### src/rtl/lap_stopwatch_core_pkg.sv
// Shared types, FSM state codes and time-layout helpers for the lap stopwatch core.
// Packed time layout (LSB first): tenths, seconds units, seconds tens, then minute digits.
package lap_stopwatch_core_pkg;

    localparam int MAX_MIN_DIGITS = 3;
    localparam int MAX_TIME_W     = 12 + 4 * MAX_MIN_DIGITS;

    typedef logic [3:0]            bcd_t;
    typedef logic [MAX_TIME_W-1:0] time_max_t;

    localparam logic [1:0] ST_IDLE    = 2'd0;
    localparam logic [1:0] ST_RUN     = 2'd1;
    localparam logic [1:0] ST_PAUSE   = 2'd2;
    localparam logic [1:0] ST_EXPIRED = 2'd3;

    function automatic int time_w(input int min_digits);
        return 12 + 4 * min_digits;
    endfunction

    // Digit 2 is the seconds-tens digit, the only one that rolls over at 5.
    function automatic bcd_t digit_limit(input int k);
        return (k == 2) ? 4'd5 : 4'd9;
    endfunction

    // Binary minutes/seconds to the packed BCD layout, zero tenths; caller slices to TIME_W.
    function automatic time_max_t preset_time(input int unsigned pmin, input int unsigned psec);
        time_max_t t;
        t        = '0;
        t[23:20] = bcd_t'((pmin / 100) % 10);
        t[19:16] = bcd_t'((pmin / 10) % 10);
        t[15:12] = bcd_t'(pmin % 10);
        t[11:8]  = bcd_t'(psec / 10);
        t[7:4]   = bcd_t'(psec % 10);
        return t;
    endfunction

endpackage

### src/rtl/lap_stopwatch_core_if.sv
// Button pulses in, BCD digits and status out; master drives buttons, slave is the core.
interface lap_stopwatch_core_if #(
    parameter int MIN_DIGITS = 1,
    parameter int LAP_DEPTH  = 4
);
    localparam int LI_W = $clog2(LAP_DEPTH);

    logic                    start_button;
    logic                    stop_button;
    logic                    clear_button;
    logic                    count_down;
    logic                    lap_button;
    logic                    recall_button;
    logic [4*MIN_DIGITS-1:0] digit_minute;
    logic [3:0]              digit_sec_tens;
    logic [3:0]              digit_sec_units;
    logic [3:0]              digit_tenths;
    logic                    running;
    logic                    direction;
    logic                    expired;
    logic                    lap_view;
    logic [LI_W-1:0]         lap_index;
    logic [LI_W:0]           lap_count;
    logic                    lap_full;

    modport master (
        output start_button, stop_button, clear_button, count_down, lap_button, recall_button,
        input  digit_minute, digit_sec_tens, digit_sec_units, digit_tenths,
        input  running, direction, expired, lap_view, lap_index, lap_count, lap_full
    );

    modport slave (
        input  start_button, stop_button, clear_button, count_down, lap_button, recall_button,
        output digit_minute, digit_sec_tens, digit_sec_units, digit_tenths,
        output running, direction, expired, lap_view, lap_index, lap_count, lap_full
    );

endinterface

### src/rtl/lap_stopwatch_core_bcd_time_counter.sv
// Cascaded BCD M:SS.t counter: load has priority over a single up/down step per cycle.
// A digit steps when every lower digit sits at its terminal value for the current direction.
module bcd_time_counter
    import lap_stopwatch_core_pkg::*;
#(
    parameter int MIN_DIGITS = 1
) (
    input  logic                        clock,
    input  logic                        reset,
    input  logic                        load_i,
    input  logic [12+4*MIN_DIGITS-1:0]  load_val_i,
    input  logic                        step_i,
    input  logic                        dir_i,
    output logic [12+4*MIN_DIGITS-1:0]  time_o,
    output logic                        is_zero_o,
    output logic                        last_dn_o
);
    localparam int TIME_W = time_w(MIN_DIGITS);
    localparam int NDIG   = 3 + MIN_DIGITS;

    logic [TIME_W-1:0] time_q, time_d, stepped;
    logic [NDIG-1:0]   term_up, term_dn;
    logic              is_max;

    for (genvar k = 0; k < NDIG; k++) begin : g_digit
        localparam bcd_t LIM = digit_limit(k);
        bcd_t cur;
        logic cin;

        assign cur        = time_q[4*k +: 4];
        assign term_up[k] = (cur == LIM);
        assign term_dn[k] = (cur == 4'd0);

        if (k == 0) begin : g_lsd
            assign cin = 1'b1;
        end else begin : g_upper
            assign cin = dir_i ? &term_up[k-1:0] : &term_dn[k-1:0];
        end

        assign stepped[4*k +: 4] = !cin  ? cur :
                                   dir_i ? (term_up[k] ? 4'd0 : cur + 4'd1) :
                                           (term_dn[k] ? LIM  : cur - 4'd1);
    end

    assign is_max    = &term_up;
    assign is_zero_o = &term_dn;
    // Exactly 0:00.1, so the next down step lands on zero.
    assign last_dn_o = (time_q[3:0] == 4'd1) && (&term_dn[NDIG-1:1]);

    assign time_d = load_i ? load_val_i :
                    step_i ? ((dir_i && is_max) ? '0 : stepped) :
                             time_q;

    always_ff @(posedge clock) begin
        if (reset) begin
            time_q <= '0;
        end else begin
            time_q <= time_d;
        end
    end

    assign time_o = time_q;

endmodule

### src/rtl/lap_stopwatch_core.sv
// Stopwatch/countdown core: run FSM, tick prescaler, lap store and registered digit view mux.
// Digits trail the time counter by one edge so live and recalled values share one output register.
module lap_stopwatch_core
    import lap_stopwatch_core_pkg::*;
#(
    parameter int CLK_HZ     = 100_000_000,
    parameter int TICK_HZ    = 10,
    parameter int MIN_DIGITS = 1,
    parameter int LAP_DEPTH  = 4,
    parameter int PRESET_MIN = 1,
    parameter int PRESET_SEC = 0
) (
    input  logic              clock,
    input  logic              reset,
    lap_stopwatch_core_if.slave sw
);
    localparam int TICK_DIV  = CLK_HZ / TICK_HZ;
    localparam int PS_W      = $clog2(TICK_DIV);
    localparam int PS_LAST_I = TICK_DIV - 1;
    localparam int TIME_W    = time_w(MIN_DIGITS);
    localparam int LI_W      = $clog2(LAP_DEPTH);

    localparam logic [PS_W-1:0]   PS_LAST     = PS_LAST_I[PS_W-1:0];
    localparam logic [LI_W:0]     LAP_MAX     = LAP_DEPTH[LI_W:0];
    localparam time_max_t         PRESET_FULL = preset_time(PRESET_MIN, PRESET_SEC);
    localparam logic [TIME_W-1:0] PRESET_T    = PRESET_FULL[TIME_W-1:0];

    logic [1:0]        state_q, state_d;
    logic              dir_q, dir_d;
    logic [PS_W-1:0]   ps_q, ps_d;
    logic [LI_W:0]     lap_cnt_q, lap_cnt_d;
    logic              lap_full_q, lap_full_d;
    logic              view_q, view_d;
    logic [LI_W-1:0]   idx_q, idx_d;
    logic              running_q, running_d;
    logic              expired_q, expired_d;
    logic [TIME_W-1:0] disp_q, disp_d;
    logic [TIME_W-1:0] lap_mem_q [LAP_DEPTH];

    logic              lap_we;
    logic              tick;
    logic              cnt_load, cnt_step, cnt_zero, cnt_last_dn;
    logic [TIME_W-1:0] cnt_val, cnt_time;
    logic              idle_or_pause;

    bcd_time_counter #(
        .MIN_DIGITS (MIN_DIGITS)
    ) u_time (
        .clock      (clock),
        .reset      (reset),
        .load_i     (cnt_load),
        .load_val_i (cnt_val),
        .step_i     (cnt_step),
        .dir_i      (dir_q),
        .time_o     (cnt_time),
        .is_zero_o  (cnt_zero),
        .last_dn_o  (cnt_last_dn)
    );

    assign tick          = (state_q == ST_RUN) && (ps_q == PS_LAST);
    assign idle_or_pause = (state_q == ST_IDLE) || (state_q == ST_PAUSE);

    // Highest-priority pulse present is the only one acted on, even when it turns out a no-op.
    always_comb begin
        state_d   = state_q;
        dir_d     = dir_q;
        ps_d      = ps_q;
        lap_cnt_d = lap_cnt_q;
        view_d    = view_q;
        idx_d     = idx_q;
        cnt_load  = 1'b0;
        cnt_val   = '0;
        cnt_step  = 1'b0;
        lap_we    = 1'b0;

        if (sw.clear_button) begin
            state_d   = ST_IDLE;
            ps_d      = '0;
            lap_cnt_d = '0;
            view_d    = 1'b0;
            idx_d     = '0;
            cnt_load  = 1'b1;
            cnt_val   = dir_q ? '0 : PRESET_T;
        end else if (sw.stop_button) begin
            if (state_q == ST_RUN) begin
                state_d = ST_PAUSE;
            end
        end else begin
            if (state_q == ST_RUN) begin
                ps_d = tick ? '0 : ps_q + 1'b1;
                if (tick) begin
                    cnt_step = 1'b1;
                    if (!dir_q && cnt_last_dn) begin
                        state_d = ST_EXPIRED;
                    end
                end
            end

            if (sw.start_button) begin
                if (idle_or_pause && !(!dir_q && cnt_zero)) begin
                    state_d = ST_RUN;
                    ps_d    = '0;
                    view_d  = 1'b0;
                    idx_d   = '0;
                end
            end else if (sw.count_down) begin
                if (idle_or_pause) begin
                    dir_d = ~dir_q;
                end
            end else if (sw.lap_button) begin
                if ((state_q == ST_RUN) && !lap_full_q) begin
                    lap_we    = 1'b1;
                    lap_cnt_d = lap_cnt_q + 1'b1;
                end
            end else if (sw.recall_button) begin
                if ((state_q != ST_RUN) && (lap_cnt_q != '0)) begin
                    if (!view_q) begin
                        view_d = 1'b1;
                        idx_d  = '0;
                    end else if ({1'b0, idx_q} == lap_cnt_q - 1'b1) begin
                        view_d = 1'b0;
                        idx_d  = '0;
                    end else begin
                        idx_d = idx_q + 1'b1;
                    end
                end
            end
        end

        running_d  = (state_d == ST_RUN);
        expired_d  = (state_d == ST_EXPIRED);
        lap_full_d = (lap_cnt_d == LAP_MAX);
    end

    assign disp_d = view_q ? lap_mem_q[idx_q] : cnt_time;

    always_ff @(posedge clock) begin
        if (reset) begin
            state_q    <= ST_IDLE;
            dir_q      <= 1'b1;
            ps_q       <= '0;
            lap_cnt_q  <= '0;
            lap_full_q <= 1'b0;
            view_q     <= 1'b0;
            idx_q      <= '0;
            running_q  <= 1'b0;
            expired_q  <= 1'b0;
            disp_q     <= '0;
        end else begin
            state_q    <= state_d;
            dir_q      <= dir_d;
            ps_q       <= ps_d;
            lap_cnt_q  <= lap_cnt_d;
            lap_full_q <= lap_full_d;
            view_q     <= view_d;
            idx_q      <= idx_d;
            running_q  <= running_d;
            expired_q  <= expired_d;
            disp_q     <= disp_d;
        end
    end

    // Lap entries are only meaningful below lap_count, so they carry no reset.
    always_ff @(posedge clock) begin
        if (!reset && lap_we) begin
            lap_mem_q[lap_cnt_q[LI_W-1:0]] <= cnt_time;
        end
    end

    assign sw.digit_minute    = disp_q[TIME_W-1:12];
    assign sw.digit_sec_tens  = disp_q[11:8];
    assign sw.digit_sec_units = disp_q[7:4];
    assign sw.digit_tenths    = disp_q[3:0];
    assign sw.running         = running_q;
    assign sw.direction       = dir_q;
    assign sw.expired         = expired_q;
    assign sw.lap_view        = view_q;
    assign sw.lap_index       = idx_q;
    assign sw.lap_count       = lap_cnt_q;
    assign sw.lap_full        = lap_full_q;

endmodule
### src/flat_wrapper.sv
// flat-port wrapper written by rule: the top's interface ports become plain ports
module lap_stopwatch_core_flat import lap_stopwatch_core_pkg::*;
#(
    parameter int CLK_HZ     = 100_000_000,
    parameter int TICK_HZ    = 10,
    parameter int MIN_DIGITS = 1,
    parameter int LAP_DEPTH  = 4,
    parameter int PRESET_MIN = 1,
    parameter int PRESET_SEC = 0
)
  (clock, reset, sw_start_button, sw_stop_button, sw_clear_button, sw_count_down, sw_lap_button, sw_recall_button, sw_digit_minute, sw_digit_sec_tens, sw_digit_sec_units, sw_digit_tenths, sw_running, sw_direction, sw_expired, sw_lap_view, sw_lap_index, sw_lap_count, sw_lap_full);
  lap_stopwatch_core_if #(.MIN_DIGITS(MIN_DIGITS), .LAP_DEPTH(LAP_DEPTH)) sw_i ();
  input  logic clock;
  input  logic reset;
  input wire logic [$bits(sw_i.start_button)-1:0] sw_start_button;
  input wire logic [$bits(sw_i.stop_button)-1:0] sw_stop_button;
  input wire logic [$bits(sw_i.clear_button)-1:0] sw_clear_button;
  input wire logic [$bits(sw_i.count_down)-1:0] sw_count_down;
  input wire logic [$bits(sw_i.lap_button)-1:0] sw_lap_button;
  input wire logic [$bits(sw_i.recall_button)-1:0] sw_recall_button;
  output wire logic [$bits(sw_i.digit_minute)-1:0] sw_digit_minute;
  output wire logic [$bits(sw_i.digit_sec_tens)-1:0] sw_digit_sec_tens;
  output wire logic [$bits(sw_i.digit_sec_units)-1:0] sw_digit_sec_units;
  output wire logic [$bits(sw_i.digit_tenths)-1:0] sw_digit_tenths;
  output wire logic [$bits(sw_i.running)-1:0] sw_running;
  output wire logic [$bits(sw_i.direction)-1:0] sw_direction;
  output wire logic [$bits(sw_i.expired)-1:0] sw_expired;
  output wire logic [$bits(sw_i.lap_view)-1:0] sw_lap_view;
  output wire logic [$bits(sw_i.lap_index)-1:0] sw_lap_index;
  output wire logic [$bits(sw_i.lap_count)-1:0] sw_lap_count;
  output wire logic [$bits(sw_i.lap_full)-1:0] sw_lap_full;
  assign sw_i.start_button = sw_start_button;
  assign sw_i.stop_button = sw_stop_button;
  assign sw_i.clear_button = sw_clear_button;
  assign sw_i.count_down = sw_count_down;
  assign sw_i.lap_button = sw_lap_button;
  assign sw_i.recall_button = sw_recall_button;
  assign sw_digit_minute = sw_i.digit_minute;
  assign sw_digit_sec_tens = sw_i.digit_sec_tens;
  assign sw_digit_sec_units = sw_i.digit_sec_units;
  assign sw_digit_tenths = sw_i.digit_tenths;
  assign sw_running = sw_i.running;
  assign sw_direction = sw_i.direction;
  assign sw_expired = sw_i.expired;
  assign sw_lap_view = sw_i.lap_view;
  assign sw_lap_index = sw_i.lap_index;
  assign sw_lap_count = sw_i.lap_count;
  assign sw_lap_full = sw_i.lap_full;
  lap_stopwatch_core #(.CLK_HZ(CLK_HZ), .TICK_HZ(TICK_HZ), .MIN_DIGITS(MIN_DIGITS), .LAP_DEPTH(LAP_DEPTH), .PRESET_MIN(PRESET_MIN), .PRESET_SEC(PRESET_SEC)) u_core (.clock(clock), .reset(reset), .sw(sw_i));
endmodule
### config.mk
export PLATFORM = sky130hd
export DESIGN_NAME = lap_stopwatch_core_flat
export DESIGN_NICKNAME = d
export VERILOG_FILES = /design/src/rtl/lap_stopwatch_core_pkg.sv /design/src/rtl/lap_stopwatch_core_if.sv /design/src/rtl/lap_stopwatch_core_bcd_time_counter.sv /design/src/rtl/lap_stopwatch_core.sv /design/src/flat_wrapper.sv
export SDC_FILE = /design/constraint.sdc
export NUM_CORES = 1
export LEC_CHECK = 0
export CAP_MARGIN = 5
export CORE_MARGIN = 4
export CORE_UTILIZATION = 60
export CTS_CLUSTER_SIZE = 28
export DETAILED_ROUTE_END_ITERATION = 12
export GPL_ROUTABILITY_DRIVEN = 0
export PLACE_DENSITY = 0.78
export SYNTH_ARGS = -nofsm -noshare
export SYNTH_HDL_FRONTEND = slang
export SYNTH_HIERARCHICAL = 1
export SYNTH_SLANG_ARGS = --single-unit
export TNS_END_PERCENT = 10
### constraint.sdc
create_clock -name clock -period 3.56 [get_ports clock]
set_clock_uncertainty 0.1 [all_clocks]
set_input_delay 0.534 -clock clock [delete_from_list [all_inputs] [get_ports clock]]
set_output_delay 0.534 -clock clock [all_outputs]
set_load 0.1 [all_outputs]
==> metrics <==
Warnings, synthesis 6; Top FF cell, synth dfxtp_1; static leakage 2.56 nW; vias per std cell 6.08; Slowest cell on crit path dfxtp_1; GRT overflow 0; IR Drop Worst-Case VDD 252 uV; total setup violations reported at the end of the flow 0; Critical Path Max Stage Delay 410 ps; TritonCTS buffer count 17; number of violations reported at the end of detailed-routing iteration 0 391; maximum fanout count along the critical path 10; Worst Tran Pin Value 995 ps; via total after detailed routing 4716; CTS-repair resized insts 0; fraction of the cycle the final worst path needs 82.4%; Post CTS Setup Buffer Count 0; detailed placer's ending HPWL 8870 um; core region area 0.0104 sq mm; highest attainable clock frequency 341 MHz; clk sink count 134; Die Area 0.0125 sq mm; top cells by area in the synthesized netlist edfxtp_1, dfxtp_1, mux4_2; complex-gate fraction of the synthesized area 11.8%; slew margin rel. 33.5%; port buffer count 33; Clock Pin Slew Worst Setup and Hold Paths 60 ps; H-tree level count 4; share of synthesized flip-flops with an asynchronous set or reset 0%; unrepaired setup endpoints after global routing no; synthesized flop and latch total 134; worst-case clock buffer depth 2; Netlist cell types 81; type of element launching the critical path flop; data arrival time of the critical path 3250 ps; Hold Path Class flop to flop; Synth Area in Adders 3.09%; nets@finish 651; master cell of the clock root buffer clkbuf_8; number of antenna repair diodes 0; share of synthesized area occupied by flip-flops and latches 51.3%; total global-route track usage 24.0%; die boundary height 112 um; DR pass1 iterations 5; horizontal die dimension 112 um; post-synthesis instance area 0.00648 sq mm; CTS tree built; Post-route DRC 0; power density over cell area 481 mW/mm^2; Mapped Cells 577; Post-Syn Area per Cell 11.2 sq um; largest net degree at the start of global routing 31; layout cell share with drive strength beyond 1 12.7%; clock latency on the worst-skew pair 510 ps; CTS Hold Buffers Added 0; most frequent standard cell in the layout excluding fill and tap cells dfxtp_1; mux share of post-synthesis cell area 8.51%; critical path start-end classification flop to flop; initial core utilization 62.2%; worst path cell trace inv_1 > ha_1 > nor3b_1 > buf_4 > nand2_1 > nor4_1 > and2_1 > inv_1 > o211ai_1 > buf_4 > a21o_1 > o21ai_0 > a21oi_1; final count of hold timing violations 0; Synth Area in XOR/XNOR 3.65%; post-route ant nets 0; vias in the first global route 4762; area share of and/or/nand/nor cells after synthesis 18.2%; Design Power 3.63 mW; kind of end point of the critical path flop; largest family of logic cells by synthesized area simple AND/OR/NAND/NOR gates; EDFF count, synth 64; result of the run complete, no violations; cell row count 37; Top-Level Pins 34; commonest cells after routing, fill and taps aside dfxtp_1, edfxtp_1, nor2_1; wire length of the first global-routing pass 24000 um; Layout Area Growth over Synthesis 16.4%; Min Clock Period, post-route 2930 ps; portion of synthesized cell area occupied by the leading cell type 29.6%; final wirelength 14300 um; leading area contributor after synthesis edfxtp_1; number of pins exceeding their max-slew limit in the final report 0; number of antenna violations at the first check in global routing 0; required arrival time at the worst endpoint 3880 ps; number of max-cap violations 0; average wire length per cell after detail routing 18.4 um; Total Neg Setup Slack 0 ps
-- synthesized netlist by cell type (11+ instances only) --
cell type and instances:
edfxtp_1 64, mux2i_1 18, mux4_2 16, nand3_1 11
dfxtp_1 70, xor2_1 18, a21oi_1 22, ha_1 16
nand2_1 38, clkbuf_1 14, o21ai_0 11, inv_1 20
o31ai_1 12, nor2_1 60
-- state kept, by name, indices dropped and copies added (netlist names), named ones only --
| name | count |
|---|---|
| u_core/sw.direction | 1 |
| u_core/sw.lap_count | 3 |
| u_core/lap_mem_q | 64 |
| u_core/u_time/time_o | 16 |
| u_core/disp_q | 16 |
| u_core/sw.lap_index | 2 |
| u_core/state_q | 2 |
| u_core/sw.lap_full | 1 |
| u_core/sw.running | 1 |
| u_core/sw.expired | 1 |
| u_core/sw.lap_view | 1 |
| u_core/ps_q | 24 |
-- power by group --
part	leakage [nW]	switching, mW	internal [mW]
clock network	0.270	0.610	1.02
registers	1.16	0.0590	1.64
logic	1.14	0.191	0.105
total	2.56	0.860	2.77
-- per-stage QoR --
| step | util (%) | hold slack (ps) | instance area [sq um] | cells | setup WS (ps) |
|---|---|---|---|---|---|
| 2_1_floorplan | - | 349 | 6540 | 591 | 692 |
| 3_3_place_gp | 67.1 | 362 | 6990 | 744 | 588 |
| 3_5_place_dp | 67.1 | 373 | 6990 | 744 | 575 |
| 4_1_cts | 72.4 | 381 | 7540 | 776 | 646 |
| 5_1_grt | 72.4 | 415 | 7540 | 776 | 497 |
| 6_report | 72.4 | 384 | 7540 | 776 | 627 |
-- cell families after synthesis --
group | after synthesis
buffers and inverters | 51
adders and majority gates | 16
and+or+nand+nor | 213
AOI/OAI and AO/OA | 100
other | 1
DFF | 134
muxes | 35
xor gates and xnor gates | 27
-- metal layers --
| metal | share of wire (%) | global-route usage, % | up-vias |
|---|---|---|---|
| met2 | 50 | 39.6 | 147 |
| met3 | 4.8 | 5.16 | 23 |
| met1 | 43 | 31.4 | 2299 |
| met5 | 0 | 0 | - |
| li1 | - | - | 2247 |
| met4 | 1.8 | 8.89 | 0 |
-- area by class of cell --
cell class | count | area (sq um)
Tap cell | 136 | 170
Multi-Input combinational cell | 406 | 2990
Fill cell | 719 | 2870
Clock buffer | 21 | 449
Inverter | 21 | 78.8
Clock inverter | 11 | 106
Timing Repair Buffer | 47 | 428
Sequential cell | 134 | 3320
-- path summary, 6_finish.rpt --
kind / start / to / slack, ps / depth (start not counted)
worst max-delay path: u_core/u_time/time_o[9] / flop / 630 / 13
worst min-delay path: u_core/ps_q[1] / u_core/ps_q[1] / 380 / 2
worst max register to register: u_core/u_time/time_o[9] / flop / 630 / 13
worst min register to register: u_core/ps_q[1] / u_core/ps_q[1] / 380 / 2
-- worst max-delay path: cells and delay by family, from the launching register on --
| family | cells | cell delay, ps |
|---|---|---|
| and+or+nand+nor | 4 | 810 |
| AOI/OAI and AO/OA | 4 | 690 |
| buffers and inverters | 4 | 570 |
| DFF | 1 | 410 |
| adders and majority gates | 1 | 280 |
(Power assumes the default switching activity.)
